### config.mk
export PLATFORM = sky130hd
export DESIGN_NAME = lockpick_key_loader
export DESIGN_NICKNAME = d
export VERILOG_FILES = /design/src/rtl/lockpick_key_loader.sv
export SDC_FILE = /design/constraint.sdc
export NUM_CORES = 1
export LEC_CHECK = 0
export CAP_MARGIN = 10
export CORE_UTILIZATION = 55
export CTS_CLUSTER_DIAMETER = 120
export DETAILED_ROUTE_END_ITERATION = 7
export GPL_TIMING_DRIVEN = 0
export PLACE_DENSITY = 0.71
export SLEW_MARGIN = 20
export SYNTH_ARGS = -nofsm -noshare
export SYNTH_HDL_FRONTEND = slang
export SYNTH_SLANG_ARGS = --single-unit
### constraint.sdc
create_clock -name clk -period 4.3 [get_ports clk]
set_input_delay 1.075 -clock clk [delete_from_list [all_inputs] [get_ports clk]]
set_output_delay 1.075 -clock clk [all_outputs]
set_load 0.01 [all_outputs]
### src/rtl/lockpick_key_loader.sv
// rtl/lockpick_key_loader.sv - buffers a key pair, streams it into lockpick_game and summarises each attempt
//
// Purpose: accepts 2*KEY_BYTES bytes (key A then key B) from a valid/ready
// host source, issues a start pulse when no session is open, streams the
// buffered bytes into the game with BYTE_GAP idle cycles between bytes,
// then counts the game's 32-cycle result burst and reports one summary.
// An error status keeps the session open so the next pair retries without
// a new start.
//
// Ports:
//   clk, rst            clock and synchronous active-high reset
//   in_valid, in_data   host byte stream
//   in_ready            high while filling the pair buffer
//   start               one-cycle pulse opening a game session
//   input_enable        byte strobe to the game
//   input_data          byte to the game, zero when input_enable is low
//   game_output_valid   game result burst strobe
//   game_status         game status, sampled on the first burst cycle
//   busy                high whenever the loader is not filling
//   result_valid        one-cycle pulse per completed attempt
//   result_status       captured status of the last attempt
//   attempt_count       attempts completed in the current session
module lockpick_key_loader #(
  parameter int KEY_BYTES = 32,
  parameter int BYTE_GAP  = 0
) (
  input  logic       clk,
  input  logic       rst,
  input  logic       in_valid,
  input  logic [7:0] in_data,
  output logic       in_ready,
  output logic       start,
  output logic       input_enable,
  output logic [7:0] input_data,
  input  logic       game_output_valid,
  input  logic [1:0] game_status,
  output logic       busy,
  output logic       result_valid,
  output logic [1:0] result_status,
  output logic [1:0] attempt_count
);

  localparam int NB = 2 * KEY_BYTES;
  localparam int IW = $clog2(NB);
  localparam logic [IW-1:0] LAST_IDX = IW'(NB - 1);
  localparam logic [3:0] GAP = 4'(BYTE_GAP);

  typedef enum logic [2:0] {
    S_FILL,
    S_START,
    S_SEND,
    S_WAIT,
    S_REPORT
  } state_e;

  state_e state_q, state_d;
  logic [IW-1:0] idx_q, idx_d;
  logic [3:0] gap_q, gap_d;
  logic [4:0] cnt_q, cnt_d;
  logic [1:0] cap_q, cap_d;
  logic sess_q, sess_d;
  logic [1:0] att_q, att_d;
  logic [1:0] res_status_q, res_status_d;
  logic buf_we;

  logic in_ready_q, in_ready_d;
  logic start_q, start_d;
  logic en_q, en_d;
  logic [7:0] data_q, data_d;
  logic busy_q, busy_d;
  logic rv_q, rv_d;

  logic [7:0] mem_q [NB];

  always_comb begin
    state_d      = state_q;
    idx_d        = idx_q;
    gap_d        = gap_q;
    cnt_d        = cnt_q;
    cap_d        = cap_q;
    sess_d       = sess_q;
    att_d        = att_q;
    res_status_d = res_status_q;
    buf_we       = 1'b0;

    case (state_q)
      S_FILL: begin
        if (in_valid && in_ready_q) begin
          buf_we = 1'b1;
          if (idx_q == LAST_IDX) begin
            idx_d   = '0;
            gap_d   = '0;
            // A retry goes straight to SEND: the game is already waiting for key A.
            state_d = sess_q ? S_SEND : S_START;
          end else begin
            idx_d = idx_q + IW'(1);
          end
        end
      end
      S_START: begin
        sess_d  = 1'b1;
        att_d   = 2'd0;
        idx_d   = '0;
        gap_d   = '0;
        state_d = S_SEND;
      end
      S_SEND: begin
        if (gap_q == 4'd0) begin
          if (idx_q == LAST_IDX) begin
            idx_d   = '0;
            cnt_d   = '0;
            state_d = S_WAIT;
          end else begin
            idx_d = idx_q + IW'(1);
            gap_d = GAP;
          end
        end else begin
          gap_d = gap_q - 4'd1;
        end
      end
      S_WAIT: begin
        if (game_output_valid) begin
          if (cnt_q == 5'd0) begin
            cap_d = game_status;
          end
          if (cnt_q == 5'd31) begin
            cnt_d        = '0;
            att_d        = att_q + 2'd1;
            res_status_d = cap_q;
            state_d      = S_REPORT;
          end else begin
            cnt_d = cnt_q + 5'd1;
          end
        end
      end
      S_REPORT: begin
        // Only an error status leaves the session open for a retry.
        if (cap_q != 2'b01) begin
          sess_d = 1'b0;
        end
        state_d = S_FILL;
      end
      default: begin
        state_d = S_FILL;
      end
    endcase

    // Outputs are registered from the next state so they line up with it.
    in_ready_d = (state_d == S_FILL);
    start_d    = (state_d == S_START);
    busy_d     = (state_d != S_FILL);
    rv_d       = (state_d == S_REPORT);
    en_d       = (state_d == S_SEND) && (gap_d == 4'd0);
    data_d     = en_d ? mem_q[idx_d] : 8'd0;
  end

  always_ff @(posedge clk) begin
    if (rst) begin
      state_q      <= S_FILL;
      idx_q        <= '0;
      gap_q        <= '0;
      cnt_q        <= '0;
      cap_q        <= '0;
      sess_q       <= 1'b0;
      att_q        <= '0;
      res_status_q <= '0;
      in_ready_q   <= 1'b0;
      start_q      <= 1'b0;
      en_q         <= 1'b0;
      data_q       <= '0;
      busy_q       <= 1'b0;
      rv_q         <= 1'b0;
    end else begin
      state_q      <= state_d;
      idx_q        <= idx_d;
      gap_q        <= gap_d;
      cnt_q        <= cnt_d;
      cap_q        <= cap_d;
      sess_q       <= sess_d;
      att_q        <= att_d;
      res_status_q <= res_status_d;
      in_ready_q   <= in_ready_d;
      start_q      <= start_d;
      en_q         <= en_d;
      data_q       <= data_d;
      busy_q       <= busy_d;
      rv_q         <= rv_d;
    end
  end

  // Buffer contents need no reset: idx restarts at 0 and every byte is rewritten before use.
  always_ff @(posedge clk) begin
    if (buf_we) begin
      mem_q[idx_q] <= in_data;
    end
  end

  assign in_ready      = in_ready_q;
  assign start         = start_q;
  assign input_enable  = en_q;
  assign input_data    = data_q;
  assign busy          = busy_q;
  assign result_valid  = rv_q;
  assign result_status = res_status_q;
  assign attempt_count = att_q;

endmodule
==> results of run 1 <==
through the flow:
step                      utilization [%]  hold WS [ns]
after floorplan                         -        0.4399
after global placement              58.07        0.4441
after detailed placement            58.15        0.4499
after CTS                           62.53        0.4733
after global routing                62.58        0.4786
final                               62.58        0.4664
final timing paths:
| path | start | endpoint |
|---|---|---|
| worst min register to register | result_status[0]$_SDFFE_PP0P_ | result_status[0]$_SDFFE_PP0P_ |
| worst max-delay path | in_valid | input_data[7]$_SDFF_PP0_ |
| worst min-delay path | result_status[0]$_SDFFE_PP0P_ | result_status[0]$_SDFFE_PP0P_ |
| worst max register to register | gap_q[0]$_SDFF_PP0_ | input_data[7]$_SDFF_PP0_ |
report_power, final:
| part | switching, mW | internal, mW |
|---|---|---|
| combinational | 0.352 | 0.223 |
| clock | 1.93 | 2.70 |
| sequential | 0.00399 | 5.85 |
| total | 2.29 | 8.77 |
Yosys cell counts (8+ instances only):
cell and instances:
dfxtp_1 38, mux2i_1 183, o21ai_0 19, inv_1 9, a21oi_1 16, edfxtp_1 512, a211oi_1 19, a22oi_1 16
mux4_2 54, nand2_1 110, a311oi_1 16, o31ai_1 9, clkbuf_1 15, buf_6 8, nand3_1 22, a221oi_1 8
and3_1 20, buf_2 34, a32o_1 8, buf_4 10, o21ai_1 8, nor2_1 93
flip-flops by register name, summed over array words and instances (netlist names):
name	cells
mem_q	512
input_data	8
idx_q	6
cnt_q	5
gap_q	4
state_q	3
attempt_count	2
cap_q	2
result_status	2
busy	1
in_ready	1
input_enable	1
result_valid	1
sess_q	1
start	1
per-layer routing:
metal / part of all wire, % / up-vias
met5: 0.016 / -
met4: 3.2 / 2
met3: 8.4 / 104
met1: 41 / 6034
met2: 47 / 547
li1: - / 5381
cell type report:
type                            instances  area (um^2)  share of cell area, %
Clock buffer                           68         1425                  5.732
Tap cell                              525        656.9                  2.642
Clock inverter                         32        310.3                  1.248
Timing Repair Buffer                   32        320.3                  1.288
Buffer                                 70        407.9                  1.641
Inverter                                9        33.78                 0.1359
Sequential cell                       550        16140                  64.90
Multi-Input combinational cell        689         5574                  22.42
cells by family (layout without fill, tap and decap cells):
logic type,count (synthesis),count (layout),share of synthesized area (%)
DFF,550,550,72.93
and+or+nand+nor,296,296,6.057
muxes,237,237,13.78
AOI/OAI and AO/OA,147,147,4.819
buffers and inverters,79,211,1.974
adders and majority gates,5,5,0.2828
xor gates and xnor gates,4,4,0.1584
tightest hold or removal path: stages (launching register included):
cell     delay (ns)
dfxtp_1        0.32
nand2_1        0.05
a21oi_1        0.05
what timing repair did:
action	4_1_cts	5_1_grt
setup endpoints to repair	7	6
cloned	0	0
pin swaps	0	0
gates resized for setup	2	4
==> flow_summary_export.csv, run 1 <==
group,metric,value,unit
finish,diodes,0,
global_route,grt-ovfl-total,0,
place,gp_congestion,0.9546,
global_route,grt_pass1_vias,12090,
global_route,grt_busiest_layer,"met2",
worst_setup_path,slowest_delay,0.51,ns
global_route,antenna_found_initial,1,
clock_network,cts_setup_buffers,0,
clock_network,cts_tree,"done",
hold_path,hp-class,"reg -> reg",
sta,fin_worst_skew,0.01784,ns
logic_synthesis,synth_cell_type_count,60,
worst_setup_path,crit_chain,"clkdlybuf4s50_1 -> nand2_1 -> nor3_4 -> o21ai_0 -> o21ai_4 -> clkbuf_4 -> clkbuf_2 -> mux4_2 -> a22oi_1 -> nand3_1 -> o21ai_1",
clock_network,ctsHoldBuffers,0,
worst_setup_path,crit_buf_inv,3,
floorplanning,core,39730,um^2
logic_synthesis,async_flop_share,0,%
floorplanning,rows,73,
sta,hold_viol,0,
route,vias_per_cell,6.110,
floorplanning,die_area,41030,um^2
worst_setup_path,end_kind,"flop",
worst_setup_path,slowest_stage,"clkdlybuf4s50_1",
place,placed_cells,1875,
logic_synthesis,synth_seq_cells,550,
job,maxCapViolCount,0,
route,wirelength,50200,um
worst_setup_path,worstPathRequired,4.77,ns
clock_network,insertion_delay,0.60,ns
global_route,grt_pass1_wl,75350,um
logic_synthesis,synthDominantCellAreaShare,69.49,%
clock_network,clk_transition_reported_paths,0.06,ns
sta,fin_setup_tns,0,ns
floorplanning,dieHeight,202.6,um
sta,finalCritPeriodShare,95.87,%
logic_synthesis,synthesis.area,22120,um^2
sta,worst_pin_slew,0.9327,ns
sta,rsz0062_at_grt,"false",
worst_setup_path,arrival,4.59,ns
logic_synthesis,synth_warnings,0,
logic_synthesis,synth_area_per_cell,16.79,um^2
global_route,grt_max_degree,65,
logic_synthesis,syn_nets,1337,
sta,setup_ws,0.1776,ns
worst_setup_path,critical_path_class,"in -> reg",
global_route,use_met3,4.896,%
finish,nNetsFinal,1424,
place,hpwl,32600,um
floorplanning,io_pins,31,
power_and_ir_drop,irDropWorstVdd,0.3431,mV
clock_network,cts_buffers,53,
finish,drive_gt1_share,14.14,%
sta,finalSetupViolCount,0,
logic_synthesis,synthCells,1318,
finish,final.fill_count,2808,
global_route,gr-usage-all-layers,25.17,%
power_and_ir_drop,p_per_area,444.8,nW/um^2
floorplanning,die_w,202.6,um
clock_network,clockBufferDepth,3,
floorplanning,initial_utilization,55.68,%
route,first_pass_iters,5,
route,drtAntennaViolNets,0,
route,route.detailed.drc,0,
finish,layout_commonest_cell,"edfxtp_1",
power_and_ir_drop,power.total,11.06,mW
finish,layout_common_cells,"512 x edfxtp_1, 183 x mux2i_1, 110 x nand2_1",
power_and_ir_drop,leakage,8.601,nW
sta,clock.fmax,242.6,MHz
worst_setup_path,reg2reg_slack,0.32,ns
worst_setup_path,cp_max_fo,10,
global_route,met2_usage,39.70,%
place,pre_cts_ws,-0.8354,ns
clock_network,clock-sinks,550,
place,portBuffers,29,
clock_network,root_buffer,"clkbuf_16",
logic_synthesis,synth_edf_count,512,
global_route,use_met1,35.30,%
worst_setup_path,cp.depth,11,
logic_synthesis,synth_area_leaders,"edfxtp_1 69%, mux2i_1 8.3%, mux4_2 5.5%",
finish,finish.instance_area,24860,um^2
worst_setup_path,critPathLaunchType,"primary input",
logic_synthesis,yosysSeqAreaShare,72.93,%
sta,maxSlewHeadroom,37.59,%
clock_network,htreeDepth,2,
logic_synthesis,synthFlopType,"edfxtp_1",
route,wl_per_cell,25.42,um
finish,final_cells,1975,
route,via_count,12070,
sta,report.final.slew_viol_count,0,
worst_setup_path,cp_top_family,"buffers and inverters",
sta,layout_min_cycle_time,4.122,ns
outcome,status,"finished, final reports clean",
logic_synthesis,yosys.area.top_type,"edfxtp_1",
finish,syn_to_final_growth,12.39,%
route,first_iter_violations,1374,
place,placed_area,23110,um^2
hold_path,whs_path_depth,2,
worst_setup_path,r2r_cells,12,
No activity file was read; power rests on OpenSTA's default activity.
==> run 2, diff against run 1 <==
CORE_UTILIZATION = 51   (was 55)
PLACE_DENSITY = 0.67   (was 0.71)
==> run 2 against run 1 <==
  * Final cell count grew 2.8%
  * Clock-buffer cell count shrank 3
  * Sequential power about the same
  * Critical path type unchanged
  * Largest cell class unchanged
  * Highest routed layer is now met4
==> flow_summary_export.csv, run 2 (synthesis gave the netlist of run 1 again) <==
group,metric,value,unit
worst_setup_path,arrival,4.71,ns
finish,layout_common_cells,"512 x edfxtp_1, 183 x mux2i_1, 110 x nand2_1",
clock_network,htreeDepth,2,
job,maxCapViolCount,0,
sta,maxSlewHeadroom,36.22,%
worst_setup_path,crit_buf_inv,3,
worst_setup_path,cp_top_family,"buffers and inverters",
worst_setup_path,critPathLaunchType,"primary input",
sta,rsz0062_at_grt,"false",
finish,finish.instance_area,25070,um^2
place,placed_area,23220,um^2
clock_network,clockBufferDepth,3,
floorplanning,io_pins,31,
global_route,antenna_found_initial,0,
floorplanning,initial_utilization,52.27,%
finish,drive_gt1_share,14.93,%
sta,fin_worst_skew,0.01738,ns
finish,largest_reg_flops,512,
floorplanning,die_area,44220,um^2
worst_setup_path,worstPathRequired,4.79,ns
sta,clock.fmax,236.8,MHz
route,via_count,12090,
route,first_iter_violations,1330,
sta,hold_viol,0,
finish,syn_to_final_growth,13.32,%
sta,report.final.slew_viol_count,0,
place,gp_congestion,1.032,
finish,nNetsFinal,1429,
finish,final.fill_count,3184,
sta,finalCritPeriodShare,98.22,%
sta,worst_pin_slew,0.9532,ns
power_and_ir_drop,p_per_area,451.2,nW/um^2
hold_path,hp-class,"reg -> reg",
finish,multi_input_area,5557,um^2
worst_setup_path,crit_chain,"clkdlybuf4s50_1 -> nand2_1 -> nor3_2 -> o21ai_0 -> o21ai_2 -> buf_2 -> clkbuf_2 -> mux4_2 -> a22oi_1 -> nand3_1 -> o21ai_1",
worst_setup_path,critical_path_class,"in -> reg",
worst_setup_path,cp_max_fo,10,
clock_network,insertion_delay,0.59,ns
global_route,grt_pass1_vias,11810,
global_route,grt_max_degree,65,
sta,finalSetupViolCount,0,
finish,top_register,"mem_q",
worst_setup_path,slowest_stage,"clkdlybuf4s50_1",
route,wirelength,49960,um
route,drtAntennaViolNets,0,
clock_network,clk_transition_reported_paths,0.06,ns
route,vias_per_cell,5.958,
finish,fin_util,59.24,%
power_and_ir_drop,power.total,11.31,mW
clock_network,clock-sinks,550,
finish,seq_area,16140,um^2
sta,layout_min_cycle_time,4.223,ns
finish,final_cells,2030,
finish,diodes,0,
place,hpwl,32900,um
worst_setup_path,end_kind,"flop",
route,wl_per_cell,24.61,um
place,placed_cells,1930,
floorplanning,core,42320,um^2
worst_setup_path,slowest_delay,0.47,ns
power_and_ir_drop,irDropWorstVdd,0.3829,mV
route,first_pass_iters,6,
global_route,grt-ovfl-total,0,
floorplanning,dieHeight,210.3,um
place,portBuffers,29,
clock_network,cts_tree,"done",
global_route,gr-usage-all-layers,23.09,%
outcome,status,"finished, final reports clean",
floorplanning,rows,75,
power_and_ir_drop,leakage,8.689,nW
route,route.detailed.drc,0,
floorplanning,die_w,210.3,um
clock_network,cts_buffers,55,
finish,layout_commonest_cell,"edfxtp_1",
global_route,grt_pass1_wl,73860,um
clock_network,root_buffer,"clkbuf_16",
==> run 2: cell count changes in the layout (fill, tap and decap cells not counted), sizes merged <==
cell | before | now
buf | 65 | 69
clkbuf | 84 | 80
bufinv | 6 | 8
clkinv | 21 | 22
==> run 2: worst min-delay path: cells and delay by family, from the launching register on <==
family	cells	cell delay, ns
AO/OA/AOI/OAI	1	0.05
flip-flops	1	0.31
AND/OR/NAND/NOR	1	0.05
==> run 2: worst paths after layout <==
kind	start	endpoint	slack, ns	depth (start not counted)
max	in_valid	input_data[2]$_SDFF_PP0_	0.08	11
min	result_status[0]$_SDFFE_PP0P_	result_status[0]$_SDFFE_PP0P_	0.46	2
max reg2reg	gap_q[0]$_SDFF_PP0_	input_data[2]$_SDFF_PP0_	0.20	12
min reg2reg	result_status[0]$_SDFFE_PP0P_	result_status[0]$_SDFFE_PP0P_	0.46	2
==> run 2: layout make-up <==
| type | instances | area share [%] |
|---|---|---|
| Buffer | 70 | 1.617 |
| Clock buffer | 65 | 5.879 |
| Clock inverter | 35 | 1.502 |
| Inverter | 9 | 0.1347 |
| Multi-Input combinational cell | 689 | 22.16 |
| Sequential cell | 550 | 64.36 |
| Tap cell | 577 | 2.880 |
| Timing Repair Buffer | 35 | 1.467 |
==> run 2: routing by layer <==
metal / global-route usage, % / vias up / part of all wire [%]
met2: 36.14 / 532 / 47
met5: 0 / - / 0
met3: 4.887 / 107 / 8.3
met1: 32.03 / 6069 / 42
li1: - / 5386 / -
met4: 8.709 / 0 / 3.6
==> run 2: timing repair <==
| item | CTS | global route |
|---|---|---|
| resized for setup | 0 | 4 |
| setup buffers | 0 | 0 |
| endpoints found under the setup margin | 0 | 7 |
| hold buffers | 0 | 0 |
==> run 2: power by group <==
group / switching [mW] / internal, mW / leakage [nW]
Clock: 1.97 / 2.91 / 0.908
Sequential: 0.00344 / 5.85 / 4.91
Combinational: 0.350 / 0.226 / 2.87
==> run 2: metrics by stage <==
step	setup slack, ns	hold slack, ns	TNS, ns
after global placement	-0.7549	0.4486	-5.117
after detailed placement	-0.5960	0.4522	-4.159
final	0.07672	0.4606	0
after global routing	0.04523	0.4866	0
after floorplan	1.133	0.4399	0
after CTS	0.01579	0.4609	0
==> run 3, diff against run 2 <==
CORE_MARGIN = 2   (was default)
==> run 3 against run 2 <==
  * Worst hold slack got worse by 0.00066 ns
  * Clock-buffer cell count increased by 3
  * Core utilization decreased by 1.5 points
  * Clock skew decreased by 0.0022 ns
  * Wire length increased by 4.0%
  * Sequential power about the same
  * Die area increased by 1.9%
  * Clock power decreased by 9.4%
  * Highest routed layer unchanged
==> flow_summary_export.csv, run 3 (synthesis gave the netlist of run 1 again) <==
group,metric,value,unit
outcome,status,"finished, final reports clean",
worst_setup_path,crit_start,"in_valid",
power_and_ir_drop,leakage,8.551,nW
global_route,grt_pass1_vias,12070,
finish,layout_commonest_cell,"edfxtp_1",
hold_path,hp-class,"reg -> reg",
clock_network,cts_setup_buffers,0,
finish,fin_util,57.77,%
worst_setup_path,worstPathRequired,4.78,ns
hold_path,min_to,"result_status[1]$_SDFFE_PP0P_",
power_and_ir_drop,clkPwrFrac,40.7,%
worst_setup_path,critical_path_class,"in -> reg",
worst_setup_path,r2r-start,"gap_q[0]$_SDFF_PP0_",
global_route,grt_max_degree,65,
clock_network,cts_tree,"done",
power_and_ir_drop,irDropWorstVdd,0.3179,mV
sta,finalCritPeriodShare,99.52,%
place,pre_cts_ws,-0.7488,ns
power_and_ir_drop,p_switching,2.312,mW
clock_network,insertion_delay,0.60,ns
global_route,grt-ovfl-total,0,
worst_setup_path,arrival,4.76,ns
worst_setup_path,reg2reg_slack,0.20,ns
sta,layout_min_cycle_time,4.280,ns
finish,final.fill_count,3327,
place,portBuffers,29,
clock_network,clock-sinks,550,
clock_network,htreeDepth,2,
job,maxCapViolCount,0,
worst_setup_path,r2r_cells,12,
floorplanning,initial_utilization,51.47,%
place,hpwl,33900,um
power_and_ir_drop,p_per_area,437.9,nW/um^2
sta,hold_viol,0,
finish,diodes,0,
finish,syn_to_final_growth,12.23,%
route,first_pass_iters,5,
floorplanning,core,42980,um^2
global_route,grt_pass1_wl,77130,um
route,via_count,12260,
sta,worst_pin_slew,0.9960,ns
clock_network,clockBufferDepth,3,
sta,clock.fmax,233.7,MHz
route,vias_per_cell,6.039,
finish,drive_gt1_share,13.84,%
clock_network,cts.repair.resized,2,
sta,fin_worst_skew,0.01514,ns
sta,hold-worst-slack,0.4600,ns
clock_network,root_buffer,"clkbuf_16",
power_and_ir_drop,p_sw_share,21.26,%
floorplanning,die_area,45060,um^2
global_route,antenna_found_initial,0,
finish,layout_common_cells,"512 x edfxtp_1, 183 x mux2i_1, 110 x nand2_1",
finish,largest_reg_flops,512,
finish,multi_input_area,5570,um^2
power_and_ir_drop,seqPwrFrac,53.8,%
hold_path,whs_path_depth,2,
finish,seq_area,16140,um^2
place,gp_congestion,0.9338,
sta,finalSetupViolCount,0,
global_route,gr-usage-all-layers,23.72,%
route,wl_per_cell,25.60,um
floorplanning,dieHeight,212.3,um
clock_network,ctsHoldBuffers,0,
route,wirelength,51970,um
worst_setup_path,cp_max_fo,10,
worst_setup_path,r2r_end,"input_data[2]$_SDFF_PP0_",
finish,nNetsFinal,1426,
power_and_ir_drop,cell_internal_pwr,8.561,mW
worst_setup_path,critPathLaunchType,"primary input",
floorplanning,die_w,212.3,um
clock_network,cts_buffers,55,
sta,rsz0062_at_grt,"true",
finish,top_register,"mem_q",
hold_path,hold_path_startpoint,"result_status[1]$_SDFFE_PP0P_",
clock_network,clk_transition_reported_paths,0.07,ns
route,first_iter_violations,1366,
sta,setup_ws,0.02043,ns
sta,report.final.slew_viol_count,0,
route,drtAntennaViolNets,0,
floorplanning,io_pins,31,
floorplanning,rows,76,
route,route.detailed.drc,0,
power_and_ir_drop,pwr-share-comb,5.5,%
sta,maxSlewHeadroom,33.43,%
worst_setup_path,end_kind,"flop",
==> run 3: cell count changes in the layout (fill, tap and decap cells not counted), moves of 2 or more <==
cell | previous run | this run
clkinv_1 | 11 | 15
buf_2 | 38 | 35
clkinvlp_4 | 3 | 1
clkbuf_8 | 6 | 0
a22oi_2 | 0 | 2
buf_4 | 15 | 17
clkinv_2 | 11 | 5
buf_12 | 5 | 2
bufinv_16 | 8 | 2
clkbuf_1 | 17 | 25
a22oi_1 | 16 | 14
==> run 3: layer usage <==
layer  share of wire, %  GRT usage, %  vias up
li1                   -             -     5379
met1                 41         32.41     6211
met2                 47         37.51      549
met3                8.3         5.406      120
met4                3.7         8.946        0
met5                  0             0        -
==> run 3: critical path, stage by stage <==
cell and delay, ns:
clkdlybuf4s50_1 0.49, nand2_1 0.12, nor3_2 0.40, o21ai_0 0.19, o21ai_2 0.46, clkbuf_4 0.42
clkbuf_2 0.37, mux4_2 0.39, a22oi_1 0.50, nand3_1 0.14, o21ai_1 0.20
==> run 3: worst max path at each step <==
| stage | to | slack (ns) | cells past startpoint |
|---|---|---|---|
| 2_1_floorplan | input_data[7]$_SDFF_PP0_ | 1.13 | 12 |
| 5_1_grt | input_data[3]$_SDFF_PP0_ | -0.03 | 11 |
| 3_5_place_dp | input_data[1]$_SDFF_PP0_ | -0.75 | 11 |
| 3_3_place_gp | input_data[4]$_SDFF_PP0_ | -1.34 | 10 |
| 4_1_cts | input_data[1]$_SDFF_PP0_ | 0.11 | 11 |
| 6_report | input_data[2]$_SDFF_PP0_ | 0.02 | 11 |
==> run 3: final cells by class <==
cell class | instances | share of cell area, %
flip-flops and latches | 550 | 64.98
multi-input cells | 689 | 22.43
clock buffers | 68 | 5.825
well taps | 585 | 2.948
plain buffers | 70 | 1.643
repair buffers | 32 | 1.260
clock inverters | 27 | 0.7710
inverters | 9 | 0.1361
==> run 3: power groups by stage <==
stage	Combinational [mW]	Sequential [mW]	Clock [mW]
floorplan	0.346	5.97	0
global placement	0.579	5.98	0
detailed placement	0.592	5.97	0
CTS	0.593	5.85	4.50
global route	0.626	5.85	4.69
finish	0.593	5.85	4.43
==> run 3: metrics by stage <==
step,instances,total power [mW],cell area (um^2),setup TNS [ns]
floorplan,1318,6.313,22120,0
global placement,1932,6.559,23150,-9.792
detailed placement,1935,6.558,23170,-5.040
CTS,2030,10.94,24810,0
global route,2030,11.16,24830,-0.02843
finish,2030,10.87,24830,0
